**src/rtl/uf_pkg.sv**
```systemverilog
// Shared widths, run-word field offsets, FSM states and the run record
// used by the union-find run encoder and its output register.
package uf_pkg;
   localparam int ROW_SIZE  = 360;
   localparam int COL_SIZE  = 640;
   localparam int ROOT_W    = 18;
   localparam int IDX_W     = 18;
   localparam int LEN_W     = 10;
   localparam int IN_W      = ROOT_W + IDX_W;
   localparam int OUT_W     = 48;
   localparam int LEN_LSB   = 0;
   localparam int START_LSB = LEN_LSB + LEN_W;
   localparam int ROOT_LSB  = START_LSB + IDX_W;

   localparam logic [ROOT_W-1:0] BG_ROOT = 18'h3FFFF;
   localparam logic [LEN_W-1:0]  MAX_LEN = LEN_W'(COL_SIZE);

   typedef enum logic [1:0] {
      IDLE  = 2'd0,
      RUN   = 2'd1,
      FLUSH = 2'd2
   } state_t;

   typedef struct packed {
      logic [ROOT_W-1:0] root;
      logic [IDX_W-1:0]  start;
      logic [LEN_W-1:0]  len;
      logic              last;
      logic              fstart;
   } run_t;

   function automatic logic [OUT_W-1:0] pack_run(input run_t r);
      logic [OUT_W-1:0] w;
      w = {OUT_W{1'b0}};
      w[ROOT_LSB +: ROOT_W] = r.root;
      w[START_LSB +: IDX_W] = r.start;
      w[LEN_LSB +: LEN_W]   = r.len;
      return w;
   endfunction
endpackage

```
**src/rtl/uf_run_encoder_if.sv**
```systemverilog
// Pixel-in / run-out streaming bundle for the run encoder; slave is the
// encoder's view, master is the view of whatever drives and consumes it.
interface uf_run_encoder_if;
   import uf_pkg::*;

   logic             i_s_valid;
   logic [IN_W-1:0]  i_s_data;
   logic             i_s_fstart;
   logic             i_s_last;
   logic             o_s_ready;
   logic             o_m_valid;
   logic [OUT_W-1:0] o_m_data;
   logic             o_m_fstart;
   logic             o_m_last;
   logic             i_m_ready;

   modport slave (
      input  i_s_valid, i_s_data, i_s_fstart, i_s_last, i_m_ready,
      output o_s_ready, o_m_valid, o_m_data, o_m_fstart, o_m_last
   );

   modport master (
      output i_s_valid, i_s_data, i_s_fstart, i_s_last, i_m_ready,
      input  o_s_ready, o_m_valid, o_m_data, o_m_fstart, o_m_last
   );
endinterface

```
**src/rtl/uf_run_outreg.sv**
```systemverilog
// Single-entry run output register: loads a run when free, holds it
// stable until the downstream side takes it.
module uf_run_outreg
   import uf_pkg::*;
(
   input  logic             clk,
   input  logic             rst,
   input  logic             i_load,
   input  run_t             i_run,
   input  logic             i_ready,
   output logic             o_valid,
   output logic [OUT_W-1:0] o_data,
   output logic             o_fstart,
   output logic             o_last,
   output logic             o_free
);
   logic             r_valid;
   logic [OUT_W-1:0] r_data;
   logic             r_fstart;
   logic             r_last;
   logic             w_free;

   assign w_free = !r_valid || i_ready;

   // Output entry: a load is only honoured when the slot is free.
   always_ff @(posedge clk or posedge rst) begin
      if (rst) begin
         r_valid  <= 1'b0;
         r_data   <= {OUT_W{1'b0}};
         r_fstart <= 1'b0;
         r_last   <= 1'b0;
      end else if (i_load && w_free) begin
         r_valid  <= 1'b1;
         r_data   <= pack_run(i_run);
         r_fstart <= i_run.fstart;
         r_last   <= i_run.last;
      end else if (i_ready) begin
         r_valid  <= 1'b0;
      end else begin
         r_valid  <= r_valid;
      end
   end

   assign o_valid  = r_valid;
   assign o_data   = r_data;
   assign o_fstart = r_fstart;
   assign o_last   = r_last;
   assign o_free   = w_free;
endmodule

```
**src/rtl/uf_run_encoder.sv**
```systemverilog
// Collapses horizontally contiguous same-root pixels into {root, start, len}
// run words, dropping background runs except the row-closing marker.
module uf_run_encoder
   import uf_pkg::*;
(
   input  logic            clk,
   input  logic            rst,
   uf_run_encoder_if.slave bus
);
   state_t            r_state, w_state_nxt;
   logic [ROOT_W-1:0] r_acc_root, w_acc_root_nxt;
   logic [IDX_W-1:0]  r_acc_start, w_acc_start_nxt;
   logic [IDX_W-1:0]  r_acc_end, w_acc_end_nxt;
   logic [LEN_W-1:0]  r_acc_len, w_acc_len_nxt;
   logic              r_fstart_pend, w_fstart_pend_nxt;
   logic              r_ready_base;
   logic              w_free, w_accept, w_cont, w_emit, w_load, w_direct;
   logic [ROOT_W-1:0] w_beat_root;
   logic [IDX_W-1:0]  w_beat_idx;
   run_t              w_emit_run;

   assign w_beat_root   = bus.i_s_data[IN_W-1:IDX_W];
   assign w_beat_idx    = bus.i_s_data[IDX_W-1:0];
   assign bus.o_s_ready = r_ready_base && w_free;
   assign w_accept      = bus.i_s_valid && r_ready_base && w_free;
   // Index compare is one bit wider so the last pixel of a frame never wraps to 0.
   assign w_cont = (w_beat_root == r_acc_root)
                && ({1'b0, w_beat_idx} == ({1'b0, r_acc_end} + 19'd1))
                && (r_acc_len < MAX_LEN)
                && !bus.i_s_fstart;

   // Next-state, accumulator update and run emission.
   always_comb begin
      w_state_nxt       = r_state;
      w_acc_root_nxt    = r_acc_root;
      w_acc_start_nxt   = r_acc_start;
      w_acc_end_nxt     = r_acc_end;
      w_acc_len_nxt     = r_acc_len;
      w_emit            = 1'b0;
      w_direct          = 1'b0;
      w_emit_run.root   = r_acc_root;
      w_emit_run.start  = r_acc_start;
      w_emit_run.len    = r_acc_len;
      w_emit_run.last   = 1'b0;
      w_emit_run.fstart = r_fstart_pend;
      case (r_state)
         IDLE: begin
            if (w_accept) begin
               w_acc_root_nxt  = w_beat_root;
               w_acc_start_nxt = w_beat_idx;
               w_acc_end_nxt   = w_beat_idx;
               w_acc_len_nxt   = 10'd1;
               if (bus.i_s_last) begin
                  w_emit            = 1'b1;
                  w_direct          = 1'b1;
                  w_emit_run.root   = w_beat_root;
                  w_emit_run.start  = w_beat_idx;
                  w_emit_run.len    = 10'd1;
                  w_emit_run.last   = 1'b1;
                  w_emit_run.fstart = r_fstart_pend || bus.i_s_fstart;
                  w_state_nxt       = IDLE;
               end else begin
                  w_state_nxt = RUN;
               end
            end else begin
               w_state_nxt = IDLE;
            end
         end
         RUN: begin
            if (w_accept) begin
               if (w_cont) begin
                  if (!bus.i_s_last) begin
                     w_acc_len_nxt = r_acc_len + 10'd1;
                     w_acc_end_nxt = w_beat_idx;
                     w_state_nxt   = RUN;
                  end else begin
                     w_emit          = 1'b1;
                     w_emit_run.len  = r_acc_len + 10'd1;
                     w_emit_run.last = 1'b1;
                     w_state_nxt     = IDLE;
                  end
               end else begin
                  // Old run goes out now; the beat becomes the open (or pending) run.
                  w_emit          = 1'b1;
                  w_acc_root_nxt  = w_beat_root;
                  w_acc_start_nxt = w_beat_idx;
                  w_acc_end_nxt   = w_beat_idx;
                  w_acc_len_nxt   = 10'd1;
                  if (bus.i_s_last) begin
                     w_state_nxt = FLUSH;
                  end else begin
                     w_state_nxt = RUN;
                  end
               end
            end else begin
               w_state_nxt = RUN;
            end
         end
         FLUSH: begin
            if (w_free) begin
               w_emit          = 1'b1;
               w_emit_run.last = 1'b1;
               w_state_nxt     = IDLE;
            end else begin
               w_state_nxt = FLUSH;
            end
         end
         default: begin
            w_state_nxt = IDLE;
         end
      endcase

      w_load = w_emit && !((w_emit_run.root == BG_ROOT) && !w_emit_run.last);

      // A frame-start beat that is not itself emitted waits for the next real word.
      if (w_accept && bus.i_s_fstart && !w_direct) begin
         w_fstart_pend_nxt = 1'b1;
      end else if (w_load && w_emit_run.fstart) begin
         w_fstart_pend_nxt = 1'b0;
      end else begin
         w_fstart_pend_nxt = r_fstart_pend;
      end
   end

   // State, accumulator, frame-start flag and registered ready qualifier.
   always_ff @(posedge clk or posedge rst) begin
      if (rst) begin
         r_state       <= IDLE;
         r_acc_root    <= {ROOT_W{1'b0}};
         r_acc_start   <= {IDX_W{1'b0}};
         r_acc_end     <= {IDX_W{1'b0}};
         r_acc_len     <= {LEN_W{1'b0}};
         r_fstart_pend <= 1'b0;
         r_ready_base  <= 1'b0;
      end else begin
         r_state       <= w_state_nxt;
         r_acc_root    <= w_acc_root_nxt;
         r_acc_start   <= w_acc_start_nxt;
         r_acc_end     <= w_acc_end_nxt;
         r_acc_len     <= w_acc_len_nxt;
         r_fstart_pend <= w_fstart_pend_nxt;
         r_ready_base  <= (w_state_nxt != FLUSH);
      end
   end

   uf_run_outreg u_outreg (
      .clk      (clk),
      .rst      (rst),
      .i_load   (w_load),
      .i_run    (w_emit_run),
      .i_ready  (bus.i_m_ready),
      .o_valid  (bus.o_m_valid),
      .o_data   (bus.o_m_data),
      .o_fstart (bus.o_m_fstart),
      .o_last   (bus.o_m_last),
      .o_free   (w_free)
   );
endmodule

```
**src/flat_wrapper.sv**
```systemverilog
// flat-port wrapper written by rule: the top's interface ports become plain ports
module uf_run_encoder_flat import uf_pkg::*;
  (clk, rst, bus_i_s_valid, bus_i_s_data, bus_i_s_fstart, bus_i_s_last, bus_i_m_ready, bus_o_s_ready, bus_o_m_valid, bus_o_m_data, bus_o_m_fstart, bus_o_m_last);
  uf_run_encoder_if bus_i ();
  input  logic clk;
  input  logic rst;
  input wire logic [$bits(bus_i.i_s_valid)-1:0] bus_i_s_valid;
  input wire logic [$bits(bus_i.i_s_data)-1:0] bus_i_s_data;
  input wire logic [$bits(bus_i.i_s_fstart)-1:0] bus_i_s_fstart;
  input wire logic [$bits(bus_i.i_s_last)-1:0] bus_i_s_last;
  input wire logic [$bits(bus_i.i_m_ready)-1:0] bus_i_m_ready;
  output wire logic [$bits(bus_i.o_s_ready)-1:0] bus_o_s_ready;
  output wire logic [$bits(bus_i.o_m_valid)-1:0] bus_o_m_valid;
  output wire logic [$bits(bus_i.o_m_data)-1:0] bus_o_m_data;
  output wire logic [$bits(bus_i.o_m_fstart)-1:0] bus_o_m_fstart;
  output wire logic [$bits(bus_i.o_m_last)-1:0] bus_o_m_last;
  assign bus_i.i_s_valid = bus_i_s_valid;
  assign bus_i.i_s_data = bus_i_s_data;
  assign bus_i.i_s_fstart = bus_i_s_fstart;
  assign bus_i.i_s_last = bus_i_s_last;
  assign bus_i.i_m_ready = bus_i_m_ready;
  assign bus_o_s_ready = bus_i.o_s_ready;
  assign bus_o_m_valid = bus_i.o_m_valid;
  assign bus_o_m_data = bus_i.o_m_data;
  assign bus_o_m_fstart = bus_i.o_m_fstart;
  assign bus_o_m_last = bus_i.o_m_last;
  uf_run_encoder u_core (.clk(clk), .rst(rst), .bus(bus_i));
endmodule
```
**config.mk**
```make
export PLATFORM = sky130hd
export DESIGN_NAME = uf_run_encoder_flat
export DESIGN_NICKNAME = d
export VERILOG_FILES = /design/src/rtl/uf_pkg.sv /design/src/rtl/uf_run_encoder_if.sv /design/src/rtl/uf_run_outreg.sv /design/src/rtl/uf_run_encoder.sv /design/src/flat_wrapper.sv
export SDC_FILE = /design/constraint.sdc
export NUM_CORES = 1
export LEC_CHECK = 0
export CAP_MARGIN = 10
export CORE_MARGIN = 3
export CORE_UTILIZATION = 25
export CTS_CLUSTER_SIZE = 8
export DETAILED_ROUTE_END_ITERATION = 16
export PLACE_DENSITY_LB_ADDON = 0.25
export SLEW_MARGIN = 20
export SYNTH_ARGS = -nofsm -noshare
export SYNTH_HDL_FRONTEND = slang
export SYNTH_SLANG_ARGS = --single-unit
```
**constraint.sdc**
```tcl
create_clock -name clk -period 9.3 [get_ports clk]
set_clock_uncertainty 0.05 [all_clocks]
set_input_delay 1.86 -clock clk [delete_from_list [all_inputs] [get_ports clk]]
set_output_delay 1.86 -clock clk [all_outputs]
set_load 0.005 [all_outputs]
```
==> impl_metrics.env, run 1 <==
export IMPL_hpwl_um=11380
export IMPL_num_antenna_cells=0
export IMPL_io_pins=94
export IMPL_cts_setup_buffers=0
export IMPL_wl_um=16400
export IMPL_htree_levels=4
export IMPL_overflow=0
export IMPL_synth_cell_types=59
export IMPL_drtIter0Drc=283
export IMPL_antenna_found_initial=0
export IMPL_cts_root_buf="clkbuf_16"
export IMPL_io_buffers=91
export IMPL_ys_seq_area_share_pct=45.77
export IMPL_fin_nets=723
export IMPL_synthFlopType="dfrtp_1"
export IMPL_required_ps=9550
export IMPL_design_area_mm2=0.008217
export IMPL_via_per_inst=4.596
export IMPL_status="finished clean"
export IMPL_fin_cells=1015
export IMPL_synthCells=596
export IMPL_hold_buffers=0
export IMPL_criticalPathCategory="in -> reg"
export IMPL_ys_ff_latch=117
export IMPL_tns_ps=0
export IMPL_start_kind="input port"
export IMPL_hp_class="reg -> reg"
export IMPL_avgSynthCellArea_um2=10.73
export IMPL_max_slew_margin_pct=29.64
export IMPL_rsz0062_at_grt="false"
export IMPL_cp_end_kind="register"
export IMPL_start_util_pct=25.85
export IMPL_synth_warnings=0
export IMPL_crit_fanout=36
export IMPL_dieWidth_um=166.0
export IMPL_drt_pre_antenna_iters=4
export IMPL_cts_tree="built"
export IMPL_grt_use_total_pct=12.24
export IMPL_max_slew_worst_pin_slew_ps=1055
export IMPL_grt_max_degree=64
export IMPL_dp_cells=983
export IMPL_cts_resized=0
export IMPL_power_density_mw_per_mm2=304.5
export IMPL_drt_antenna_violating_nets=0
export IMPL_place_gp_congestion=0.8132
export IMPL_arrival_ps=6120
export IMPL_drive_gt1_share_pct=20.12
export IMPL_rows=57
export IMPL_clk_latency_ps=420
export IMPL_slew_violations=0
export IMPL_dieArea_mm2=0.02754
export IMPL_grt_pass1_wl_um=26860
export IMPL_route_detailed_drc=0
export IMPL_synth_async_reset_ratio_pct=100.0
export IMPL_vdd_drop_max_v=0.0001145
export IMPL_leakage_nw=3.506
export IMPL_cts_sinks=117
export IMPL_fp_coreArea_mm2=0.02475
export IMPL_synth_edff_count=0
export IMPL_grt_pass1_vias=4853
export IMPL_setup_viol=0
export IMPL_routedWlPerCell_um=16.16
export IMPL_area_growth_pct=28.46
export IMPL_cts_buffers=17
export IMPL_place_area_mm2=0.007586
export IMPL_path_clk_slew_ps=60
export IMPL_cts_buffer_depth=2
export IMPL_hold_violations=0
export IMPL_synth_area_mm2=0.006396
export IMPL_post_route_period_util_pct=63.17
export IMPL_timing_fmax_ghz=0.1702
export IMPL_vias=4665
export IMPL_drv_cap=0
export IMPL_die_h_um=166.0
export IMPL_fin_crit_ps=5875
==> layout by cell type, fill, tap and decap left out, drive strengths merged, types with 3 or more instances in the layout <==
| master | count |
|---|---|
| nand2 | 118 |
| dfrtp | 117 |
| mux2 | 99 |
| clkdlybuf4s50 | 91 |
| xnor2 | 34 |
| nor2 | 23 |
| clkbuf | 21 |
| inv | 17 |
| nand4 | 16 |
| nand3 | 12 |
| o21ai | 10 |
| xor2 | 8 |
| a21oi | 8 |
| mux2i | 7 |
| nor4 | 7 |
| nor3 | 6 |
| and3 | 6 |
| o311ai | 6 |
| o41ai | 6 |
| clkinv | 6 |
| buf | 6 |
| bufinv | 5 |
| o31ai | 4 |
| or2 | 3 |
| or4 | 3 |
| a21o | 3 |
| and2 | 3 |
| a221o | 3 |
| ha | 3 |
| or3 | 3 |
==> critical path, cell delays in order <==
cell,delay (ps)
clkdlybuf4s50_1,490
xnor2_1,340
nand4_1,120
or4_1,580
nor4_1,270
nand4_2,540
nor4b_1,350
or3_2,710
buf_4,430
mux2_1,390
==> power breakdown <==
group | switching [W] | total [W] | internal, W
clock | 0.000236 | 0.000716 | 0.000479
sequential | 0.000168 | 0.000870 | 0.000701
combinational | 0.000362 | 0.000916 | 0.000554
==> cells in the mapped netlist, types with 8 or more instances <==
| cell | instances | share of area (%) |
|---|---|---|
| nand2_1 | 118 | 6.9 |
| dfrtp_1 | 117 | 46 |
| mux2_2 | 55 | 9.7 |
| mux2_4 | 36 | 8.5 |
| xnor2_1 | 34 | 4.7 |
| nor2_1 | 23 | 1.3 |
| clkbuf_1 | 20 | 1.2 |
| inv_1 | 17 | 1.0 |
| nand4_1 | 14 | 1.4 |
| nand3_1 | 12 | 0.94 |
| o21ai_0 | 10 | 0.78 |
| a21oi_1 | 8 | 0.63 |
| mux2_1 | 8 | 1.4 |
| xor2_1 | 8 | 1.1 |
==> kinds of logic after synthesis <==
group                    count (synthesis)  synth area share [%]
flip-flops                             117                 45.77
buffers and inverters                   52                 3.951
AO/OA/AOI/OAI                           61                 7.375
XOR/XNOR                                42                 5.751
AND/OR/NAND/NOR                        214                 15.86
other                                    1               0.05863
adder cells (fa/ha/maj)                  3                0.5869
multiplexers                           106                 20.64
==> through the flow <==
step | power (W) | setup WS, ps | util, % | hold slack, ps
2_1_floorplan | 0.001474 | 4289 | - | 422.5
3_3_place_gp | 0.001803 | 2975 | 30.65 | 428.6
3_5_place_dp | 0.001810 | 2933 | 30.65 | 427.5
4_1_cts | 0.002547 | 3335 | 33.20 | 443.5
5_1_grt | 0.002664 | 3051 | 33.20 | 462.5
6_report | 0.002502 | 3425 | 33.20 | 437.9
==> final timing paths <==
check                                                           start                               endpoint  slack, ps  depth (start not counted)
worst max-delay path                                  bus_i_s_data[1]  u_core.u_outreg.o_data[6]$_DFFE_PP0P_       3430                         10
worst min-delay path            u_core.u_outreg.o_data[5]$_DFFE_PP0P_  u_core.u_outreg.o_data[5]$_DFFE_PP0P_        440                          1
worst max register to register        u_core.r_acc_end[0]$_DFFE_PP0P_  u_core.u_outreg.o_data[6]$_DFFE_PP0P_       4550                         10
worst min register to register  u_core.u_outreg.o_data[5]$_DFFE_PP0P_  u_core.u_outreg.o_data[5]$_DFFE_PP0P_        440                          1
max in group asynchronous                                         rst     u_core.r_acc_start[12]$_DFFE_PP0P_       6030                          3
min in group asynchronous                                         rst        u_core.r_acc_len[4]$_DFFE_PP0P_       1880                          2
==> area by class of cell <==
cell class	count	area, µm²
repair buffers	97	955.9
multi-input cells	428	3231
clock inverters	11	180.2
inverters	17	66.31
flip-flops and latches	117	2928
fillers	2508	16530
well taps	324	405.4
clock buffers	21	450.4
==> registers in the layout, summed over array words and instances (netlist names) <==
name / cells
u_core.r_acc_end: 18
u_core.u_outreg.o_last: 1
u_core.r_fstart_pend: 1
u_core.r_acc_len: 10
u_core.r_ready_base: 1
u_core.u_outreg.o_valid: 1
u_core.r_acc_root: 18
u_core.r_state: 2
u_core.u_outreg.o_fstart: 1
u_core.u_outreg.o_data: 46
u_core.r_acc_start: 18
==> layer usage <==
layer	up-vias	wire [µm]	global-route usage, %
met5	-	0	0
met2	90	7685	19.02
met1	2301	7961	16.76
met4	0	138	3.400
met3	7	614	3.428
li1	2267	-	-
Power figures use the tool's default switching activity.
==> inputs of run 2 (changes only) <==
==> constraint.sdc (replaced) <==
create_clock -name clk -period 5.6 [get_ports clk]
set_clock_uncertainty 0.05 [all_clocks]
set_input_delay 1.12 -clock clk [delete_from_list [all_inputs] [get_ports clk]]
set_output_delay 1.12 -clock clk [all_outputs]
set_load 0.005 [all_outputs]
==> run 2 against run 1 <==
Critical path depth is the same. Largest power group unchanged. Final area grew 0.64%. Critical path type unchanged. Hold slack got worse by 7.5 ps. Largest cell class unchanged. Highest routed layer unchanged. First-iteration DRC count rose by 1.1%.
==> impl_metrics.env, run 2 (synthesis results as in run 1) <==
export IMPL_io_buffers=91
export IMPL_vdd_drop_max_v=0.0001782
export IMPL_crit_family="simple AND/OR/NAND/NOR gates"
export IMPL_required_ps=5850
export IMPL_setup_viol=0
export IMPL_grt_pass1_wl_um=27440
export IMPL_status="finished clean"
export IMPL_cp_end_kind="register"
export IMPL_hpwl_um=11660
export IMPL_p_total_w=0.004152
export IMPL_antenna_found_initial=0
export IMPL_post_route_period_util_pct=77.40
export IMPL_via_per_inst=4.565
export IMPL_grt_use_total_pct=12.43
export IMPL_rows=57
export IMPL_top_usage_layer="met2"
export IMPL_drt_pre_antenna_iters=4
export IMPL_max_slew_worst_pin_slew_ps=646.1
export IMPL_hold_violations=0
export IMPL_place_gp_congestion=0.7943
export IMPL_cpMaxStageDelayCell="or3_2"
export IMPL_arrival_ps=4580
export IMPL_dp_cells=987
export IMPL_p_int_w=0.002847
export IMPL_drtIter0Drc=286
export IMPL_vias=4652
export IMPL_fin_crit_ps=4334
export IMPL_slowest_delay_ps=700
export IMPL_grt_util_met2_pct=19.43
export IMPL_dieWidth_um=166.0
export IMPL_die_h_um=166.0
export IMPL_drive_gt1_share_pct=21.01
export IMPL_mostFrequentLayoutCells="118 x nand2_1, 117 x dfrtp_1, 91 x clkdlybuf4s50_1"
export IMPL_grt_pass1_vias=4821
export IMPL_dieArea_mm2=0.02754
export IMPL_clockPowerShare_pct=27.8
export IMPL_p_sw_w=0.001305
export IMPL_fin_nets=727
export IMPL_leakage_nw=3.515
export IMPL_fp_coreArea_mm2=0.02475
export IMPL_cts_tree="built"
export IMPL_crit_fanout=41
export IMPL_slew_violations=0
export IMPL_criticalPathCategory="in -> reg"
export IMPL_hold_ws_ps=430.5
export IMPL_grt_max_degree=48
export IMPL_path_clk_slew_ps=50
export IMPL_clk_latency_ps=420
export IMPL_seqCellArea_mm2=0.002928
export IMPL_cts_root_buf="clkbuf_16"
export IMPL_start_kind="input port"
export IMPL_final_common_cell="nand2_1"
export IMPL_path_buf_inv=2
export IMPL_hp_class="reg -> reg"
export IMPL_power_density_mw_per_mm2=502.1
export IMPL_start_util_pct=25.85
export IMPL_max_slew_margin_pct=56.32
export IMPL_wl_um=16800
export IMPL_overflow=0
export IMPL_cts_buffer_depth=2
export IMPL_route_detailed_drc=0
export IMPL_swShare_pct=31.42
export IMPL_io_pins=94
export IMPL_cts_resized=0
export IMPL_timing_fmax_ghz=0.2307
export IMPL_area_growth_pct=29.28
export IMPL_largest_reg_flops=46
export IMPL_drt_antenna_violating_nets=0
export IMPL_fill_cells=2539
export IMPL_cts_sinks=117
export IMPL_fin_cells=1019
export IMPL_cts_buffers=17
export IMPL_grt_met1_usage_pct=17.12
export IMPL_htree_levels=4
export IMPL_cts_setup_buffers=0
export IMPL_drv_cap=0
export IMPL_num_antenna_cells=0
export IMPL_path_cells="clkdlybuf4s50_1 -> xor2_1 -> o21a_1 -> or4b_1 -> nor4_1 -> nand4_2 -> nor4b_1 -> or3_2 -> buf_12 -> mux2_1"
export IMPL_hold_buffers=0
export IMPL_multi_input_area_mm2=0.003231
export IMPL_tns_ps=0
export IMPL_pwr_share_comb_pct=37.2
export IMPL_met3_usage_pct=2.928
export IMPL_rsz0062_at_grt="false"
export IMPL_seqPwrFrac_pct=34.9
export IMPL_routedWlPerCell_um=16.49
export IMPL_fin_util_pct=33.41
run 2: changes by cell type in the layout (fill, tap and decap cells not counted):
| cell | change |
|---|---|
| bufinv_16 | -2 |
| clkbuf_8 | +3 |
| buf_4 | +2 |
| clkinvlp_4 | +4 |
| clkbuf_1 | -3 |
| buf_12 | +2 |
| clkinv_4 | +1 |
| clkinv_2 | -4 |
| inv_6 | +1 |
run 2: metrics by stage:
stage / setup WS (ps) / instance area, µm²
after floorplan: 1329 / 6400
after global placement: 861.6 / 7641
after detailed placement: 827.8 / 7641
after CTS: 1263 / 8269
after global routing: 1041 / 8269
final: 1266 / 8269
run 2: final cells by class:
type / count / share of cell area (%)
well taps: 324 / 4.902
multi-input cells: 428 / 39.07
repair buffers: 101 / 12.23
clock buffers: 21 / 5.810
clock inverters: 11 / 1.785
inverters: 17 / 0.8019
flip-flops and latches: 117 / 35.41
run 2: worst paths after layout:
path	start	end	slack [ps]	depth (start not counted)
worst max-delay path	bus_i_s_data[5]	u_core.u_outreg.o_data[2]$_DFFE_PP0P_	1270	10
worst min-delay path	u_core.u_outreg.o_data[6]$_DFFE_PP0P_	u_core.u_outreg.o_data[6]$_DFFE_PP0P_	430	1
worst max register to register	u_core.r_acc_end[0]$_DFFE_PP0P_	u_core.u_outreg.o_data[2]$_DFFE_PP0P_	1530	10
worst min register to register	u_core.u_outreg.o_data[6]$_DFFE_PP0P_	u_core.u_outreg.o_data[6]$_DFFE_PP0P_	430	1
max in group asynchronous	rst	u_core.r_acc_len[3]$_DFFE_PP0P_	3370	3
min in group asynchronous	rst	u_core.u_outreg.o_data[9]$_DFFE_PP0P_	1090	2
run 2: worst reg2reg max path, stage by stage, from the launching register on:
cell       delay [ps]
dfrtp_1           440
ha_1              270
nand3_1           370
nor4_2            410
xnor2_1           130
a2111oi_1         570
nand4_2           190
nor4b_1           180
or3_2             700
buf_12            300
mux2_1            350
run 2: routing by layer:
layer	routed length (µm)	share of wire (%)
met3	531	3.2
met4	204	1.2
met5	0	0
met1	8307	49
met2	7761	46
run 2: power groups by stage:
stage / registers (W) / clock network (W) / logic [W]
floorplan: 0.00138 / 0 / 0.00107
global placement: 0.00146 / 0 / 0.00155
detailed placement: 0.00146 / 0 / 0.00157
CTS: 0.00145 / 0.00118 / 0.00158
global route: 0.00151 / 0.00122 / 0.00169
finish: 0.00145 / 0.00116 / 0.00155
